### config.mk
export PLATFORM = sky130hd
export DESIGN_NAME = hoene_firsttry
export DESIGN_NICKNAME = d
export VERILOG_FILES = /design/src/rtl/hoene_firsttry.sv
export SDC_FILE = /design/constraint.sdc
export NUM_CORES = 1
export LEC_CHECK = 0
export ABC_AREA = 1
export ABC_CLOCK_PERIOD_IN_PS = 1900
export CORE_ASPECT_RATIO = 0.5
export CORE_MARGIN = 2
export CORE_UTILIZATION = 56
export CTS_BUF_LIST = sky130_fd_sc_hd__clkbuf_8
export DETAILED_ROUTE_END_ITERATION = 16
export PLACE_DENSITY = 0.84
export SLEW_MARGIN = 5
export SYNTH_ARGS = -nofsm -noshare
export SYNTH_HDL_FRONTEND = slang
export SYNTH_SLANG_ARGS = --single-unit
### constraint.sdc
create_clock -name clk -period 1.9 [get_ports clk]
set_input_delay 0.19 -clock clk [delete_from_list [all_inputs] [get_ports clk]]
set_output_delay 0.19 -clock clk [all_outputs]
set_load 0.05 [all_outputs]
### src/rtl/hoene_firsttry.sv
// Three-channel 10-bit PWM colour driver plus a one-shot input selector FSM.
// rst_n is an active-high asynchronous reset despite its name.
module hoene_firsttry (
  input  logic       clk,
  input  logic       rst_n,
  input  logic       ena,
  input  logic [7:0] ui_in,
  input  logic [7:0] uio_in,
  output logic [7:0] uo_out,
  output logic [7:0] uio_out,
  output logic [7:0] uio_oe
);

  typedef enum logic [1:0] {IDLE, SEL0, SEL1} sel_state_t;

  logic [3:0] sync1;
  logic [3:0] sync2;
  logic       strobe_prev;
  logic       in0_s;
  logic       in1_s;
  logic       testmode_s;
  logic       write_pulse;

  sel_state_t state;
  logic       sel_out;

  logic [9:0] red;
  logic [9:0] green;
  logic [9:0] blue;
  logic [9:0] counter;
  logic [2:0] pwm;

  logic       unused_ok;

  assign unused_ok = &{1'b0, ena};

  // Bits 0..3 of ui_in are asynchronous; strobe edge detection uses the synced copy.
  always_ff @(posedge clk or posedge rst_n) begin
    if (rst_n) begin
      sync1       <= '0;
      sync2       <= '0;
      strobe_prev <= 1'b0;
    end else begin
      sync1       <= ui_in[3:0];
      sync2       <= sync1;
      strobe_prev <= sync2[3];
    end
  end

  assign in0_s       = sync2[0];
  assign in1_s       = sync2[1];
  assign testmode_s  = sync2[2];
  assign write_pulse = sync2[3] & ~strobe_prev;

  // The first decision out of IDLE sticks until the next reset.
  always_ff @(posedge clk or posedge rst_n) begin
    if (rst_n) begin
      state   <= IDLE;
      sel_out <= 1'b0;
    end else begin
      case (state)
        IDLE: begin
          sel_out <= 1'b0;
          if (testmode_s || in0_s) begin
            state <= SEL0;
          end else if (in1_s) begin
            state <= SEL1;
          end
        end
        SEL0: sel_out <= in0_s;
        SEL1: sel_out <= in1_s;
        default: begin
          state   <= IDLE;
          sel_out <= 1'b0;
        end
      endcase
    end
  end

  // Channel and data are sampled unsynchronised; the writer holds them stable around the strobe.
  always_ff @(posedge clk or posedge rst_n) begin
    if (rst_n) begin
      red   <= '0;
      green <= '0;
      blue  <= '0;
    end else if (write_pulse) begin
      case (ui_in[5:4])
        2'd0:    red   <= {ui_in[7:6], uio_in};
        2'd1:    green <= {ui_in[7:6], uio_in};
        2'd2:    blue  <= {ui_in[7:6], uio_in};
        default: ;
      endcase
    end
  end

  always_ff @(posedge clk or posedge rst_n) begin
    if (rst_n) begin
      counter <= '0;
      pwm     <= '0;
    end else begin
      counter <= counter + 10'd1;
      pwm[0]  <= (counter < red);
      pwm[1]  <= (counter < green);
      pwm[2]  <= (counter < blue);
    end
  end

  assign uo_out  = {3'b000, (state == SEL0), sel_out, pwm};
  assign uio_out = 8'h00;
  assign uio_oe  = 8'h00;

endmodule

==> flow_results.org, run 1 <==
** Worst setup path
- Walking the worst path, the cells encountered are clkdlybuf4s50_1.
- Master of the slowest instance on the critical path :: sky130_fd_sc_hd__clkdlybuf4s50_1
- Dominant delay contributor by cell family on the critical path :: buffers and inverters
- Worst EP required :: 1.71 ns
- Setup slack on the worst reg-to-reg path comes out at 0.39 ns.
- Along the worst path, the maximum fanout reaches 1.
- Worst reg2reg path startpoint :: counter[7]
- Capture point of the worst reg-to-reg path :: pwm[2]
- For the worst flop-to-flop path, the logic depth is 6.
- CP arrival :: 1.44 ns
- The number of buffers and inverters on the critical path is 1.
- Crit-path max cell delay :: 0.79 ns
- The worst setup path is launched from a flop.
- The critical path is of the flop to output port type.
- STA classifies the critical path endpoint as an output port.

** Detailed routing
- The routed design uses 304 um of met3 wire.
- Wire length per cell after detailed routing :: 12.7 um
- Vias per inst :: 4.92
- In this run the remaining antenna-violating nets after routing total 0.
- The first detailed-routing pass took 4 iterations.
- Number of DRC violations after detailed routing :: 0
- Routed met2 length :: 2.64 mm
- Routed length on met1 :: 2.55 mm
- For this block, the via count after detailed routing is 2156.
- Total wire length :: 5.58 mm
- After the first detailed-routing iteration, the DRC count stood at 100.
- Uppermost layer routed :: met4

** Yosys
- The number of different library cells used by synthesis comes to 20.
- After synthesis, the mean cell area works out to 8.75 um2.
- The mapped netlist covers 2990 um2.
- Sequential-to-total area share from yosys stat :: 46.0%
- Synthesis inferred 55 register bits.
- Warning count from the yosys run :: 0
- Synthesis produced a netlist whose cell count is 342.

** Clocking
- CTS built an H-tree with a depth of 2.
- Hold repair after CTS inserted 0 buffers.
- Num CTS Buffers :: 5
- TritonCTS sink count :: 55
- CTS Root Cell :: sky130_fd_sc_hd__clkbuf_8
- Clock tree from TritonCTS :: done
- Worst skew pair latency :: 0.31 ns
- Counting along the longest clock path gives a buffer depth of 2.
- Setup bufs post-CTS :: 0
- Clock-pin slew was measured on the worst setup and hold paths at 0.10 ns.
- Post-cts sizing count :: 0

** Job
- Max-cap violations in this run came to 0.

** Timing
- Post-layout minimum cycle time :: 1.63 ns
- Setup slack closes at 0.271 ns.
- Fmax achieved :: 0.614 GHz
- Across the routed clock network, the largest skew measured is 0.00506 ns.
- Of the available clock period, the critical path in the final layout requires 85.7%.
- Setup violations remaining at the end of the flow were counted as 0.
- Setup repair after global routing left no endpoint under its margin.
- The count of final hold-check violations came to 0.
- Count of final max-slew check failures :: 0
- For the final routed database, the setup TNS stands at 0 ns.

** Placed design
- The congestion estimate from routability-driven global placement came to 0.825.
- Half-perimeter wire length of the detailed placement result :: 4.11 mm
- Counting tap cells, the placed design contains a total of 430 instances.
- Post-placement worst setup slack :: 0.433 ns
- In this run the tool buffered the top-level ports with 22 buffer cells.

** Power and ir drop
- For this design the static power due to leakage is 1.74 nW.
- Pwr/cell area :: 892 nW/um2
- Across the VDD grid, the largest voltage drop is 0.478 mV.

** Finish
- Registers take 1380 um2.
- Most common cell after layout, fill and taps aside :: sky130_fd_sc_hd__nand2_1
- The repair_antennas step left the layout with diodes totalling 0.
- Core utilization of the finished layout :: 65.1%
- Leading cell types in the layout, fill and taps excluded :: sky130_fd_sc_hd__nand2_1, sky130_fd_sc_hd__inv_1, sky130_fd_sc_hd__dfrtp_1
- Final net count :: 417
- Multi-input logic area :: 1260 um2
- From synthesis to final layout, the design area changed by 9.66%.
- Fraction of layout cells with a size suffix above 1 :: 6.79%
- Non-filler instance count after layout :: 438
- Layout filler cell count :: 398

** Global route
- The number of antenna violations at the first check in global routing is 0.
- Number of global-route vias before repair :: 2116
- Global-route total usage across every layer :: 20.5%
- Largest net degree at the start of global routing :: 27
- Global-route wire length before repair :: 9.51 mm
- For this run the aggregate overflow at the end of global routing stands at 0.

** Die
- Total I/O pin count :: 43
- From bottom edge to top edge, the die measures 55.7 um.
- The initial utilization of the core area, before any placement, comes to 59.3%.
- In this run the horizontal extent of the chip is 107 um.
- Row generation in the floorplan step produced 18 rows.
- Die Footprint :: 5980 um2
- Core region area :: 5040 um2

** Status
- The run finished with clean final reports.

** Hold path
- Path type of the worst min-delay path :: primary input to async pin
==> sequential cells by signal, summed over array words and instances, names as in the netlist <==
signal       count
sync1            4
pwm              3
blue            10
strobe_prev      1
state            2
red             10
green           10
sel_out          1
sync2            4
counter         10
==> synthesized netlist by cell type <==
cell / instances / share of area [%]
sky130_fd_sc_hd__nand2_1: 86 / 11
sky130_fd_sc_hd__inv_1: 58 / 7.3
sky130_fd_sc_hd__dfrtp_1: 55 / 46
sky130_fd_sc_hd__ha_1: 31 / 13
sky130_fd_sc_hd__o21ai_1: 24 / 4.0
sky130_fd_sc_hd__nor2_1: 23 / 2.9
sky130_fd_sc_hd__buf_4: 22 / 5.5
sky130_fd_sc_hd__a21oi_1: 10 / 1.7
sky130_fd_sc_hd__o21ai_2: 6 / 1.8
sky130_fd_sc_hd__xor2_1: 5 / 1.5
sky130_fd_sc_hd__buf_6: 4 / 1.5
sky130_fd_sc_hd__a21o_1: 3 / 0.75
sky130_fd_sc_hd__nand3_1: 3 / 0.50
sky130_fd_sc_hd__o21ai_0: 3 / 0.50
sky130_fd_sc_hd__nand3_2: 2 / 0.67
sky130_fd_sc_hd__nand4_1: 2 / 0.42
sky130_fd_sc_hd__nor2_4: 2 / 0.75
sky130_fd_sc_hd__conb_1: 1 / 0.13
sky130_fd_sc_hd__nand3b_1: 1 / 0.25
sky130_fd_sc_hd__nor2_2: 1 / 0.21
==> metal layers <==
| metal | global-route usage [%] | vias up |
|---|---|---|
| met4 | 6.23 | 0 |
| met2 | 33.7 | 74 |
| li1 | - | 1068 |
| met5 | 0 | - |
| met1 | 28.0 | 1005 |
| met3 | 3.51 | 9 |
==> cells by family (layout without fill, tap and decap cells) <==
logic type,Yosys count,in the layout,synth area share [%]
simple gates,120,120,16.5
buf+inv,84,92,14.3
flops,55,55,46.0
compound gates,46,46,8.70
fa+ha+maj,31,31,13.0
xor+xnor,5,5,1.46
other cells,1,19,0.125
==> where the power goes <==
group | internal (mW) | total (mW) | switching [mW]
combinational | 0.297 | 0.866 | 0.569
sequential | 1.34 | 1.42 | 0.0851
clock | 0.254 | 0.636 | 0.383
total | 1.89 | 2.93 | 1.04
==> layout make-up <==
type	instances	area share, %
Tap cell	70	2.67
Clock buffer	5	2.10
Timing Repair Buffer	26	7.93
Sequential cell	55	41.9
Clock inverter	3	0.457
Multi-Input combinational cell	221	38.3
Inverter	58	6.63
==> worst max path at each step <==
stage                        start        end  slack (ns)  cells past startpoint
final                       pwm[1]  uo_out[1]        0.27                      1
after global routing        pwm[1]  uo_out[1]        0.23                      1
after CTS                   pwm[1]  uo_out[1]        0.26                      1
after detailed placement  ui_in[4]   green[9]        0.43                      4
after global placement    ui_in[4]   green[7]        0.46                      4
after floorplan              rst_n    blue[0]        0.37                      1
==> stage by stage <==
step	power (mW)	hold WS, ns	area, um2
floorplan	2.11	0.221	3060
finish	2.93	0.139	3280
global placement	2.25	0.332	3200
CTS	2.94	0.157	3280
global route	3.12	0.154	3280
detailed placement	2.30	0.335	3200
Note: power is estimated with default switching activity, not from simulation.
==> run 2, diff against run 1 <==
--- a/config.mk
+++ b/config.mk
@@ -17,3 +17,4 @@
 export SYNTH_ARGS = -nofsm -noshare
 export SYNTH_HDL_FRONTEND = slang
 export SYNTH_SLANG_ARGS = --single-unit
+export TNS_END_PERCENT = 1
==> results of run 2 <==
No change in the layout: final DEF, timing and power equal those of run 1.
==> run 3, diff against run 2 <==
--- a/config.mk
+++ b/config.mk
@@ -13,7 +13,7 @@
 export CTS_BUF_LIST = sky130_fd_sc_hd__clkbuf_8
 export DETAILED_ROUTE_END_ITERATION = 16
 export PLACE_DENSITY = 0.84
-export SLEW_MARGIN = 5
+export SLEW_MARGIN = 20
 export SYNTH_ARGS = -nofsm -noshare
 export SYNTH_HDL_FRONTEND = slang
 export SYNTH_SLANG_ARGS = --single-unit
==> results of run 3 <==
No change in the layout: final DEF, timing and power equal those of run 1.
